## src/rtl/mc_control_fsm.sv

```systemverilog
// Multicycle MIPS control sequencer: Moore decode of state drives every datapath select/enable.
// Optional macro MCCTRL_MEM_WAIT_EN stretches FETCH/MEM_READ/MEM_WRITE until mem_ready is sampled high.
module mc_control_fsm #(
    parameter int CNT_W = 32
) (
    input  logic             clock,
    input  logic             reset_n,
    input  logic [5:0]       opcode,
    input  logic [5:0]       funct,
    input  logic             mem_ready,
    output logic             pc_write,
    output logic             pc_write_cond,
    output logic             branch_ne,
    output logic             i_or_d,
    output logic             mem_read,
    output logic             mem_write,
    output logic             byte_store,
    output logic             ir_write,
    output logic [1:0]       reg_dst,
    output logic [1:0]       mem_to_reg,
    output logic             reg_write,
    output logic             alu_src_a,
    output logic [1:0]       alu_src_b,
    output logic [2:0]       alu_op,
    output logic [1:0]       pc_source,
    output logic             illegal_op,
    output logic [3:0]       state_dbg,
    output logic [CNT_W-1:0] retired
);

    localparam logic [5:0] OP_R    = 6'd0;
    localparam logic [5:0] OP_J    = 6'd2;
    localparam logic [5:0] OP_JAL  = 6'd3;
    localparam logic [5:0] OP_BEQ  = 6'd4;
    localparam logic [5:0] OP_BNE  = 6'd5;
    localparam logic [5:0] OP_ADDI = 6'd8;
    localparam logic [5:0] OP_SLTI = 6'd10;
    localparam logic [5:0] OP_ANDI = 6'd12;
    localparam logic [5:0] OP_ORI  = 6'd13;
    localparam logic [5:0] OP_LW   = 6'd35;
    localparam logic [5:0] OP_SB   = 6'd40;
    localparam logic [5:0] OP_SW   = 6'd43;
    localparam logic [5:0] FN_JR   = 6'd8;

    typedef enum logic [3:0] {
        S_FETCH     = 4'd0,
        S_DECODE    = 4'd1,
        S_MEM_ADDR  = 4'd2,
        S_MEM_READ  = 4'd3,
        S_LW_WB     = 4'd4,
        S_MEM_WRITE = 4'd5,
        S_R_EXEC    = 4'd6,
        S_R_WB      = 4'd7,
        S_BRANCH    = 4'd8,
        S_JUMP      = 4'd9,
        S_IMM_EXEC  = 4'd10,
        S_IMM_WB    = 4'd11,
        S_JAL       = 4'd12,
        S_JR        = 4'd13,
        S_SPARE     = 4'd14,
        S_IDLE      = 4'd15
    } state_t;

    typedef enum logic [2:0] {
        C_MEM, C_R, C_JR, C_BR, C_J, C_JAL, C_IMM, C_ILL
    } iclass_t;

    state_t           state_q;
    state_t           state_nx;
    logic             illegal_q;
    logic             illegal_set;
    logic             retire;
    logic [CNT_W-1:0] retired_q;
    logic             mem_ok;
    iclass_t          iclass;

`ifdef MCCTRL_MEM_WAIT_EN
    assign mem_ok = mem_ready;
`else
    logic mem_ready_unused;
    assign mem_ready_unused = mem_ready;
    assign mem_ok = 1'b1;
`endif

    function automatic iclass_t classify(input logic [5:0] op, input logic [5:0] fn);
        iclass_t c;
        case (op)
            OP_LW, OP_SW, OP_SB:             c = C_MEM;
            OP_R:                            c = (fn == FN_JR) ? C_JR : C_R;
            OP_BEQ, OP_BNE:                  c = C_BR;
            OP_J:                            c = C_J;
            OP_JAL:                          c = C_JAL;
            OP_ADDI, OP_SLTI, OP_ANDI, OP_ORI: c = C_IMM;
            default:                         c = C_ILL;
        endcase
        return c;
    endfunction

    function automatic logic [2:0] imm_alu_op(input logic [5:0] op);
        logic [2:0] a;
        case (op)
            OP_SLTI: a = 3'b011;
            OP_ANDI: a = 3'b100;
            OP_ORI:  a = 3'b101;
            default: a = 3'b000;
        endcase
        return a;
    endfunction

    assign iclass = classify(opcode, funct);

    // State register, sticky illegal flag and retired-instruction counter
    always_ff @(posedge clock or negedge reset_n) begin
        if (!reset_n) begin
            state_q   <= S_IDLE;
            illegal_q <= 1'b0;
            retired_q <= '0;
        end else begin
            state_q <= state_nx;
            if (illegal_set)
                illegal_q <= 1'b1;
            if (retire)
                retired_q <= retired_q + CNT_W'(1);
        end
    end

    // Next state; retire marks the final state of a legal instruction
    always_comb begin
        state_nx    = S_FETCH;
        illegal_set = 1'b0;
        retire      = 1'b0;
        case (state_q)
            S_IDLE:  state_nx = S_FETCH;
            S_FETCH: state_nx = mem_ok ? S_DECODE : S_FETCH;
            S_DECODE: begin
                case (iclass)
                    C_MEM: state_nx = S_MEM_ADDR;
                    C_R:   state_nx = S_R_EXEC;
                    C_JR:  state_nx = S_JR;
                    C_BR:  state_nx = S_BRANCH;
                    C_J:   state_nx = S_JUMP;
                    C_JAL: state_nx = S_JAL;
                    C_IMM: state_nx = S_IMM_EXEC;
                    default: begin
                        state_nx    = S_FETCH;
                        illegal_set = 1'b1;
                    end
                endcase
            end
            S_MEM_ADDR: state_nx = (opcode == OP_LW) ? S_MEM_READ : S_MEM_WRITE;
            S_MEM_READ: state_nx = mem_ok ? S_LW_WB : S_MEM_READ;
            S_MEM_WRITE: begin
                state_nx = mem_ok ? S_FETCH : S_MEM_WRITE;
                retire   = mem_ok;
            end
            S_R_EXEC:   state_nx = S_R_WB;
            S_IMM_EXEC: state_nx = S_IMM_WB;
            S_LW_WB, S_R_WB, S_BRANCH, S_JUMP, S_IMM_WB, S_JAL, S_JR: begin
                state_nx = S_FETCH;
                retire   = 1'b1;
            end
            default: begin
                state_nx    = S_FETCH;
                illegal_set = 1'b1;
            end
        endcase
    end

    // Moore output decode; IR-derived fields only refine the current state's controls
    always_comb begin
        pc_write      = 1'b0;
        pc_write_cond = 1'b0;
        branch_ne     = 1'b0;
        i_or_d        = 1'b0;
        mem_read      = 1'b0;
        mem_write     = 1'b0;
        byte_store    = 1'b0;
        ir_write      = 1'b0;
        reg_dst       = 2'b00;
        mem_to_reg    = 2'b00;
        reg_write     = 1'b0;
        alu_src_a     = 1'b0;
        alu_src_b     = 2'b00;
        alu_op        = 3'b000;
        pc_source     = 2'b00;
        case (state_q)
            S_FETCH: begin
                mem_read  = 1'b1;
                ir_write  = mem_ok;
                pc_write  = mem_ok;
                alu_src_b = 2'b01;
            end
            S_DECODE: alu_src_b = 2'b11;
            S_MEM_ADDR: begin
                alu_src_a = 1'b1;
                alu_src_b = 2'b10;
            end
            S_MEM_READ: begin
                mem_read = 1'b1;
                i_or_d   = 1'b1;
            end
            S_LW_WB: begin
                reg_write  = 1'b1;
                mem_to_reg = 2'b01;
            end
            S_MEM_WRITE: begin
                mem_write  = 1'b1;
                i_or_d     = 1'b1;
                byte_store = (opcode == OP_SB);
            end
            S_R_EXEC: begin
                alu_src_a = 1'b1;
                alu_op    = 3'b010;
            end
            S_R_WB: begin
                reg_write = 1'b1;
                reg_dst   = 2'b01;
            end
            S_BRANCH: begin
                alu_src_a     = 1'b1;
                alu_op        = 3'b001;
                pc_write_cond = 1'b1;
                pc_source     = 2'b01;
                branch_ne     = (opcode == OP_BNE);
            end
            S_JUMP: begin
                pc_write  = 1'b1;
                pc_source = 2'b10;
            end
            S_IMM_EXEC: begin
                alu_src_a = 1'b1;
                alu_src_b = 2'b10;
                alu_op    = imm_alu_op(opcode);
            end
            S_IMM_WB: reg_write = 1'b1;
            S_JAL: begin
                reg_write  = 1'b1;
                reg_dst    = 2'b10;
                mem_to_reg = 2'b10;
                pc_write   = 1'b1;
                pc_source  = 2'b10;
            end
            S_JR: begin
                pc_write  = 1'b1;
                pc_source = 2'b11;
            end
            default: ;
        endcase
    end

    assign illegal_op = illegal_q;
    assign state_dbg  = state_q;
    assign retired    = retired_q;

endmodule

```

## config.mk

```make
export PLATFORM = sky130hd
export DESIGN_NAME = mc_control_fsm
export DESIGN_NICKNAME = d
export VERILOG_FILES = /design/src/rtl/mc_control_fsm.sv
export SDC_FILE = /design/constraint.sdc
export NUM_CORES = 1
export LEC_CHECK = 0
export CAP_MARGIN = 5
export CORE_ASPECT_RATIO = 0.6
export CORE_UTILIZATION = 46
export DETAILED_ROUTE_END_ITERATION = 8
export PLACE_DENSITY = 0.8
export SYNTH_ARGS = -nofsm -noshare
export SYNTH_HDL_FRONTEND = slang
export SYNTH_SLANG_ARGS = --single-unit
```

## constraint.sdc

```tcl
create_clock -name clock -period 2.3 [get_ports clock]
set_clock_uncertainty 0.05 [all_clocks]
set_input_delay 0.69 -clock clock [delete_from_list [all_inputs] [get_ports clock]]
set_output_delay 0.69 -clock clock [all_outputs]
set_load 0.02 [all_outputs]
```

==> results of run 1 <==
[metal layers]
| layer | vias to the layer above | GRT usage | routed length (µm) |
|---|---|---|---|
| met2 | 108 | 0.383 | 3080 |
| li1 | 1044 | - | - |
| met5 | - | 0 | 0 |
| met4 | 0 | 0.0431 | 42 |
| met1 | 1089 | 0.401 | 3190 |
| met3 | 6 | 0.0634 | 630 |
[how the worst min path moves through the flow]
stage,start,end,depth (start not counted)
global route,retired[9],retired[9],1
floorplan,reset_n,illegal_op,0
global placement,retired[31],retired[31],1
CTS,retired[31],retired[31],1
detailed placement,retired[31],retired[31],1
finish,retired[31],retired[31],1
[through the flow]
| step | total power (µW) | utilization |
|---|---|---|
| after detailed placement | 1870 | 0.746 |
| final | 2520 | 0.811 |
| after global placement | 1850 | 0.746 |
| after floorplan | 1360 | - |
| after CTS | 2380 | 0.774 |
| after global routing | 2640 | 0.811 |
[synth_stat cells, types with 3 or more instances]
library cell / instances / share of area
dfrtp_1: 33 / 0.38
xnor2_1: 23 / 0.092
nor2_1: 22 / 0.038
nand2_1: 18 / 0.031
and3_1: 15 / 0.043
xor2_1: 11 / 0.044
nand3_1: 9 / 0.021
nand4_1: 9 / 0.026
a21oi_1: 7 / 0.016
clkbuf_1: 7 / 0.012
nor3_1: 6 / 0.014
and4_1: 5 / 0.020
dfstp_2: 4 / 0.048
inv_1: 4 / 0.0069
nand2b_1: 4 / 0.011
o21ai_0: 4 / 0.0092
buf_2: 3 / 0.0069
nor2b_1: 3 / 0.0086
nor3b_1: 3 / 0.010
[state kept, by name (all words and copies together), names as in the netlist]
name	count
state_dbg	4
retired	32
illegal_op	1
[critical path, delay by kind of cell]
family | cells | cell delay [ps]
buffers and inverters | 3 | 390
AO/OA/AOI/OAI | 2 | 280
AND/OR/NAND/NOR | 2 | 250
[power groups by stage]
stage	clock network [µW]	registers, µW	logic [µW]
2_1_floorplan	0	886	471
3_3_place_gp	0	823	1030
3_5_place_dp	0	824	1040
6_report	572	829	1120
5_1_grt	609	840	1190
4_1_cts	575	813	988
[cells by family (layout without fill, tap and decap cells)]
kind of cell,count (synthesis),after routing,synth area share
compound gates,32,32,0.115
xor+xnor,34,34,0.136
fa+ha+maj,1,1,0.00573
buf+inv,19,139,0.0447
flops,37,37,0.426
mux,1,1,0.00515
simple gates,106,106,0.267
[cell type report]
type / instances / area [µm²]
Timing Repair Buffer: 127 / 1070
Inverter: 4 / 15.0
Tap cell: 60 / 75.1
Clock inverter: 3 / 46.3
Clock buffer: 5 / 68.8
Multi-Input combinational cell: 174 / 1300
Fill cell: 262 / 817
Sequential cell: 37 / 931
[timing repair]
action	CTS	global route
gates cloned	0	0
gates resized for setup	110	43
endpoints found under the setup margin	25	17
pin swaps	5	7
setup buffers	8	8
==> reports/results.ini, run 1 <==
[final_layout]
final_area_mm2=0.00351
drive_gt1_frac=0.360
finalNonFillerCells=410
final_cell_mix=buf_4 (59), clkdlybuf4s50_1 (40), dfrtp_1 (33)
final_common_cell=buf_4
diodes=0
fin_nets=365
area_delta_synth_final_pct=60.5

[timing]
rsz0062_at_grt=true
maxSlewViolCount=0
timing.final.crit_share=1.03
slew_headroom=0.647
finalCriticalPeriod_ps=2360
setup_slack_ps=-63.7
timing.hold.ws_ps=422
worst_slew_pin_slew_ps=528
max_freq_mhz=423
fin_tns_setup_ps=-121
finalSetupViolations=3
hold_viol=0

[floorplanning]
core_mm2=0.00432
initial_core_util=0.505
dieWidth_um=91.0
die_y_um=55.4
floorplan.rows=18
die-area_mm2=0.00504
io_pins=73

[critical_path]
cp_data_arrival_time_ps=1620
path_max_fanout=3
cp.required_ps=1560
r2r-start=state_dbg[0]
critPathLaunch=opcode[2]
r2r_end=retired[19]
cpMaxStageDelayCell=o21a_1
ff2ff_setup_slack_ps=120
reg2regPathDepth=6
cpPeakStageDelay_ps=200
critPathKind=input pin to output pin
crit_chain=buf_8 > buf_6 > nor2_4 > a22oi_2 > o21a_1 > nor3_2 > buf_4
startpoint_type=input pin
cp-endpoint=alu_op[0]
cp-end-kind=output pin

[clocking]
hold_buffers=0
cts_made_buffers=5
cts.reportedPaths.clkPinSlew_ps=90
cts_tree=done
root_buffer=clkbuf_8
cts.sinks=37
htree_num_levels=2
clockBufferDepth=2
clkLatencyLatePin_ps=290

[detailed_routing]
finalWirelength_um=6940
routed_via_density=5.48
drt_iter0_markers=166
first_pass_iters=4
drc=0
ant_nets=0
dr_total_vias=2247
wire_per_inst_um=16.9

[yosys]
syn_nets=246
synth.avg_cell_area_um2=9.50
ys_ff_latch=37
ys_types=48
ys_warn_count=0
seq_area_frac_synth=0.426
syn-instance-count=230
synth_top_flop_cell=dfrtp_1
synthesis.area_mm2=0.00218
async_reset_ff_frac=1.00
synth-edff-count=0

[power]
ir_worst_vdd_mv=0.556
combPwrFrac=0.444
sw_frac_of_total=0.372
power.density_mw_per_mm2=718
cellLeakagePower_uw=0.00164
power_switching_uw=937
seq_power_share=0.329
power.share.clock=0.227
p_int_uw=1580

[min_path]
min_path_type=flip-flop to flip-flop

[grt]
grt-ovfl-total=0
grt_max_degree=38
grt_pass1_vias=2073
antenna_found_initial=0
grt_use_total=0.263
grt_pass1_wl_um=10400

[placed_design]
post-place-ws_ps=-1030
hpwlAfterDp_um=4580
globalplace.congestion=0.912
dp.cells=386
dpl_cell_area_mm2=0.00323
port_buffers=71

[run_status]
outcome=finished with violations
violations=setup timing

[flow_run]
max_cap_viol_count=0

Power figures use the tool's default switching activity.
==> run 2, diff against run 1 <==
Settings changed: CTS_CLUSTER_DIAMETER from default to 40.
==> results of run 2 <==
Same layout as run 1: the final DEF is identical, and so are final timing and power.
